--- src/rtl/jtcontra_layermix.sv ---
// Layer priority mixer with CPU-accessible 16-bit palette and a 3-stage,
// pixel-enable-qualified colour pipeline with aligned blanking outputs.
module jtcontra_layermix #(
    parameter  int unsigned LAYERS = 2,
    parameter  int unsigned PXLW   = 7,
    parameter  int unsigned TRANSW = 4,
    localparam int unsigned LYW    = (LAYERS > 1) ? $clog2(LAYERS) : 1,
    localparam int unsigned IDXW   = LYW + PXLW,
    localparam int unsigned AW     = IDXW + 1
) (
    input  logic                   clk,
    input  logic                   rst_n,
    input  logic                   pxl_cen,
    input  logic                   cpu_cen,
    input  logic                   LHBL,
    input  logic                   LVBL,
    input  logic [LAYERS*PXLW-1:0] pxl_in,
    input  logic [LAYERS-1:0]      layer_en,
    input  logic [1:0]             prio_mode,
    input  logic                   pal_cs,
    input  logic                   cpu_rnw,
    input  logic [AW-1:0]          cpu_addr,
    input  logic [7:0]             cpu_dout,
    output logic [7:0]             pal_dout,
    output logic [4:0]             red,
    output logic [4:0]             green,
    output logic [4:0]             blue,
    output logic                   LHBL_dly,
    output logic                   LVBL_dly
);

    localparam int unsigned PALN = 1 << IDXW;

    logic [PXLW-1:0] lyr_pxl [LAYERS];
    logic [LAYERS-1:0] opaque;
    logic [IDXW-1:0] mix_idx;

    logic [15:0]     pal [PALN];
    logic [IDXW-1:0] pal_wa;

    logic [IDXW-1:0] idx_s1;
    logic [14:0]     word_s2;
    logic            hb_s1, vb_s1, hb_s2, vb_s2;

    assign pal_wa = cpu_addr[AW-1:1];

    // Per-layer pixel slices and transparency test
    for (genvar k = 0; k < LAYERS; k++) begin : g_layer
        assign lyr_pxl[k] = pxl_in[k*PXLW +: PXLW];
        assign opaque[k]  = layer_en[k] && (lyr_pxl[k][TRANSW-1:0] != '0);
    end

    // Layer number at depth position pos (0 = frontmost) for the given mode
    function automatic logic [LYW-1:0] layer_at(input int unsigned pos,
                                                input logic [1:0] mode,
                                                input logic l0_front);
        int unsigned k;
        case (mode)
            2'd1:    k = LAYERS - 1 - pos;
            2'd2:    k = l0_front ? pos : ((pos == LAYERS - 1) ? 32'd0 : pos + 1);
            default: k = pos;
        endcase
        return LYW'(k);
    endfunction

    // Walk back to front so the frontmost opaque layer is the last to win
    always_comb begin
        logic [LYW-1:0] lyr;
        mix_idx = '0;
        lyr     = '0;
        for (int unsigned i = 0; i < LAYERS; i++) begin
            lyr = layer_at(LAYERS - 1 - i, prio_mode, lyr_pxl[0][PXLW-1]);
            if (opaque[lyr]) mix_idx = {lyr, lyr_pxl[lyr]};
        end
    end

    // Palette storage is deliberately not reset so contents survive rst_n
    always_ff @(posedge clk) begin
        if (pal_cs && !cpu_rnw && cpu_cen) begin
            if (cpu_addr[0]) pal[pal_wa][15:8] <= cpu_dout;
            else             pal[pal_wa][7:0]  <= cpu_dout;
        end
    end

    always_ff @(posedge clk or negedge rst_n) begin
        if (!rst_n) begin
            pal_dout <= 8'd0;
        end else if (pal_cs && cpu_rnw) begin
            pal_dout <= cpu_addr[0] ? pal[pal_wa][15:8] : pal[pal_wa][7:0];
        end
    end

    // Video pipeline; the S2 read samples the palette before any same-edge write
    always_ff @(posedge clk or negedge rst_n) begin
        if (!rst_n) begin
            idx_s1   <= '0;
            hb_s1    <= 1'b0;
            vb_s1    <= 1'b0;
            word_s2  <= 15'd0;
            hb_s2    <= 1'b0;
            vb_s2    <= 1'b0;
            red      <= 5'd0;
            green    <= 5'd0;
            blue     <= 5'd0;
            LHBL_dly <= 1'b0;
            LVBL_dly <= 1'b0;
        end else if (pxl_cen) begin
            idx_s1   <= mix_idx;
            hb_s1    <= LHBL;
            vb_s1    <= LVBL;
            word_s2  <= pal[idx_s1][14:0];
            hb_s2    <= hb_s1;
            vb_s2    <= vb_s1;
            LHBL_dly <= hb_s2;
            LVBL_dly <= vb_s2;
            if (hb_s2 && vb_s2) begin
                red   <= word_s2[4:0];
                green <= word_s2[9:5];
                blue  <= word_s2[14:10];
            end else begin
                red   <= 5'd0;
                green <= 5'd0;
                blue  <= 5'd0;
            end
        end
    end

endmodule

--- config.mk ---
export PLATFORM = sky130hd
export DESIGN_NAME = jtcontra_layermix
export DESIGN_NICKNAME = d
export VERILOG_FILES = /design/src/rtl/jtcontra_layermix.sv
export SDC_FILE = /design/constraint.sdc
export NUM_CORES = 2
export LEC_CHECK = 0
export BUFFER_PORTS_ARGS = -buffer_cell sky130_fd_sc_hd__buf_2
export CORE_MARGIN = 2
export CORE_UTILIZATION = 30
export CTS_CLUSTER_DIAMETER = 200
export DETAILED_ROUTE_END_ITERATION = 10
export PLACE_DENSITY = 0.41
export RECOVER_POWER = 25
export SYNTH_ARGS = -nofsm -noshare
export SYNTH_HDL_FRONTEND = slang
export SYNTH_SLANG_ARGS = --single-unit
--- constraint.sdc ---
create_clock -name clk -period 6.5 [get_ports clk]
set_clock_uncertainty 0.1 [all_clocks]
set_input_delay 0.65 -clock clk [delete_from_list [all_inputs] [get_ports clk]]
set_output_delay 0.65 -clock clk [all_outputs]
set_load 0.02 [all_outputs]
# == Word level (Yosys, flattened, before mapping) ==
# Memories as Yosys holds them, arrays and structs flattened. A register that Yosys moved wholly into a read port is not among the register bits.
# Index checks and enable logic that the tools add are counted.
# Widths: inputs -> output; s select.
# totals
in_bits,43
output_inout_bits,25
wordCells,56
ram_bits,4096
regBits,37
n_memories,1
# op_classes
bitwise_logic,2
n_mux,26
n_eq_ne,2
n_lt_le_gt_ge,4
n_reduce_logical,10
# memory_table
memory,depth,width,read_ports,rd_ports_with_merged_regs,wr,line,text
pal,256,16,2,1,1,38,logic [15:0] pal [PALN];
# op_table
op,n
$mux 7,6
$mux 8,3
$mux 5,3
$mux 1,12
$reduce_bool 4->1,2
$logic_and 1x1->1,6
$ge 2x2->1 const B,2
$lt 1x2->1 const B,2
$not 1->2,2
$pmux 1 s2,2
$eq 2x1->1 const B,1
$eq 2x2->1 const B,1
$logic_not 1->1,2

# == Longest topological paths before layout ==
# depth
word_depth,8
ltp_mapped,15
depth_no_buf,8

# == Worst setup path after synthesis ==
# OpenSTA, ideal clock, no wires.
# synth_path
path_type,input to register
start,input port cpu_addr[1]
end,"memory pal[108][10], enable pin"
t_arrival_ps,3033
path_stages,11
path_buffers,8
t_required_ps,6030
path_slack_ps,2997
setup_ps,370
path_cell_list,buf_6 > buf_6 > buf_4 > buf_4 > buf_4 > buf_4 > buf_2 > nor2_1 > nand3_1 > clkbuf_1 > nor2_1
# synth_lines
element,line,text
start: declaration,22,"input logic [AW-1:0] cpu_addr,"
end: declaration,38,
# No word-level cell before the write port.

# == Worst setup path in the final report ==
# layout_path
start,input port cpu_dout[2]
end,memory pal[255][10] (data pin)
# layout_lines
element,line,text
start: declaration,23,"input logic [7:0] cpu_dout,"
# No word-level cell before the write port.

==> metrics.yaml <==
synth:
  sequential_area_share_after_synthesis: 0.6527
  synth.yosys.warnings: 0
  postSynthCellCount: 9054
  syn_area_um2: 190400
  synth_cell_type_count: 68
  dominantRegCellSynth: "edfxtp_1"
  postSynth.asyncResetShare: 0.01254
  mappedNetlistNets: 9099
  ys_seq_elements: 4148
  post_synth_edffs: 4096
  synthesis.area_per_instance_um2: 21.03
run:
  max_cap_violations: 16
floorplanning:
  die-height_um: 800.7
  pin_count: 68
  core_region_area_um2: 632400
  num_rows: 292
  die-area_um2: 641100
  initial_utilization: 0.3011
  dieWidth_um: 800.7
global_route:
  grt_max_degree: 184
  number_of_global_route_vias_before_repair: 109600
  grt_pass1_wl_mm: 1076
  grt.overflow.total: 0
  grt_use_total: 0.2491
  number_of_antenna_violations_at_the_first_check_in_global_routing: 70
drt:
  via_per_inst: 5.951
  drt_iter0_markers: 15510
  number_of_remaining_drc_errors: 0
  routed_wire_length_per_instance_um: 44.90
  postRouteAntennaNets: 0
  routed-via-count: 108800
  detail_route.first_pass.iterations: 8
  overall_routed_net_length_mm: 820.8
cells_and_area:
  final_core_utilization: 0.3463
  final_standard_cell_count_with_taps_included_and_fillers_excluded: 18280
  design_area_um2: 219000
  syn_to_final_growth_pct: 15.01
  drive_above_1_share: 0.3710
  nNetsFinal: 9515
pwr:
  p_per_area_nw_per_um2: 295.0
  finalPower_mw: 64.60
  total_leakage_power_nw: 66.74
  ir_drop_uv: 250.8
clock_tree:
  clock_input_transition_at_the_sequential_cells_of_the_worst_setup_and_hold_paths_ns: 0.06
  post-cts-setup-buffers: 0
  cts_htree_levels: 5
  ctsLongestPathBuffers: 4
  cts.sink_count: 4148
  cts_tree: "yes"
  insertion_delay_ns: 1.11
  numCtsBuffers: 475
  cts_resized: 0
  clock_tree.root_cell: "clkbuf_16"
  holdBufCountCts: 34
timing:
  clock.fmax_mhz: 180.1
  rsz0062_at_grt: "no"
  slew_headroom: -2.863
  postLayoutSetupSlackWorst_ns: 0.9471
  tightest_slew_ns: 5.794
  hold_viol: 0
  min_period_ns: 5.553
  setup_total_negative_slack_ns: 0
  final.hold.worst_slack_ns: 0.1233
  finalSetupViolCount: 0
  timing.final.crit_share: 0.8543
  drv_slew: 1111
place:
  detailedPlace.worstSlack_ns: 0.4139
  finalWeightedCongestion: 0.9374
  postPlaceCellArea_um2: 203700
  port-buffer-count: 67
  dpl.hpwl_mm: 563.5
  place_inst: 17340
min_path:
  hold_path.class: "in2reg"
status:
  result_of_the_run: "complete, but fails checks"
  failed_checks: "max-capacitance violations, max-slew violations"
worst_setup_path:
  worst_setup_path_end_kind: "register"
  crit_path_max_fanout: 167
  worstPathRequired_ns: 7.13
  regToRegSetupSlack_ns: 1.49
  setup.worst_path.start_class: "input pin"
  worst_ep_arrival_time_ns: 6.18
  setup.worst_path.class: "in2reg"
## final cells by class
| cell class | count | area [um^2] |
|---|---|---|
| inverters | 10 | 47.55 |
| well taps | 8379 | 10480 |
| clock buffers | 593 | 12500 |
| multi-input cells | 4158 | 62920 |
| fillers | 58620 | 413400 |
| clock inverters | 280 | 2545 |
| flip-flops and latches | 4148 | 124300 |
| repair buffers | 677 | 6108 |
| diodes | 33 | 82.58 |
## per-layer routing
layer / vias to the layer above / GRT usage / wire length [um]
met5: - / 0 / 322
met4: 18 / 0.1029 / 42090
met3: 1264 / 0.05329 / 67700
met2: 5651 / 0.3963 / 382700
met1: 61200 / 0.3325 / 328000
li1: 40640 / - / -
## logic make-up after synthesis
family	Yosys count	synth area share
AO/OA/AOI/OAI	574	0.02159
adder cells (fa/ha/maj)	2	0.0001314
buffers and inverters	748	0.01890
flip-flops	4148	0.6527
multiplexers	2571	0.2840
AND/OR/NAND/NOR	1011	0.02265
## path summary, 6_finish.rpt
check                                      startpoint                      end  cells after the start
worst max-delay path                      cpu_dout[2]   pal[255][10]$_DFFE_PP_                      3
worst min-delay path                      layer_en[1]    idx_s1[7]$_DFFE_PN0P_                      4
worst max register to register  idx_s1[0]$_DFFE_PN0P_   word_s2[5]$_DFFE_PN0P_                      6
worst min register to register   green[3]$_DFFE_PN0P_     green[3]$_DFFE_PN0P_                      1
max in group asynchronous                       rst_n    idx_s1[0]$_DFFE_PN0P_                      4
min in group asynchronous                       rst_n  word_s2[10]$_DFFE_PN0P_                      3
## worst max-delay path, cell delays in order
cell and delay (ns):
dlygate4sd3_1 0.57, clkbuf_1 3.94, buf_12 0.37
## report_power, final
| part | total, mW | leakage [nW] | switching (mW) | internal [mW] |
|---|---|---|---|---|
| combinational | 8.05 | 21.9 | 5.01 | 3.04 |
| clock | 26.7 | 7.37 | 11.6 | 15.1 |
| sequential | 29.8 | 37.4 | 0.334 | 29.5 |
## state kept, by name (all words and copies together) (netlist names), 5 cells and up
signal / count
pal: 4096
idx_s1: 8
pal_dout: 8
red: 5
green: 5
blue: 5
word_s2: 15
## Yosys cell counts, types with 9 or more instances
library cell  instances  area share
edfxtp_1           4096        0.65
mux4_2             2264        0.27
nor2_1              589       0.012
clkbuf_1            299      0.0059
mux2i_1             293       0.015
buf_2               279      0.0073
nand2_1             199      0.0039
a22oi_1             169      0.0067
buf_4                84      0.0033
o22ai_1              82      0.0027
a21oi_1              76      0.0020
nand3_1              72      0.0019
buf_1                59      0.0012
dfrtp_1              52      0.0068
a221oi_1             36      0.0017
nand4_1              30     0.00099
nor2b_1              27     0.00089
o211ai_1             27      0.0011
nor3_1               26     0.00068
o21ai_0              26     0.00068
a211oi_1             24     0.00095
a31oi_1              24     0.00079
a22o_1               21     0.00097
buf_6                17      0.0010
o311ai_1             16     0.00074
a32oi_1              14     0.00064
and3_1               14     0.00046
mux2_2               14     0.00083
o32ai_1               9     0.00041
## layout by cell type (no fill, tap or decap), types with 8 or more instances in the layout
cell	n
edfxtp_1	4096
mux4_2	2264
nor2_1	576
clkbuf_16	480
buf_4	476
mux2i_1	290
nand2_1	182
a22oi_1	169
clkbuf_1	121
clkinv_1	108
clkinv_2	100
buf_12	88
o22ai_1	82
a21oi_1	76
nand3_1	56
buf_2	50
dfrtp_1	46
bufinv_16	40
a221oi_1	35
dlygate4sd3_1	34
diode_2	33
nand4_1	30
o211ai_1	27
o21ai_0	26
a211oi_1	24
a31oi_1	24
a22o_1	21
nor2b_1	20
nor3_1	20
nand2_2	17
o311ai_1	17
nand3_2	16
and3_1	14
a32oi_1	14
mux2_2	14
clkinvlp_4	10
nor2_4	9
o32ai_1	8
clkbuf_2	8
Note: power is estimated with default switching activity, not from simulation.
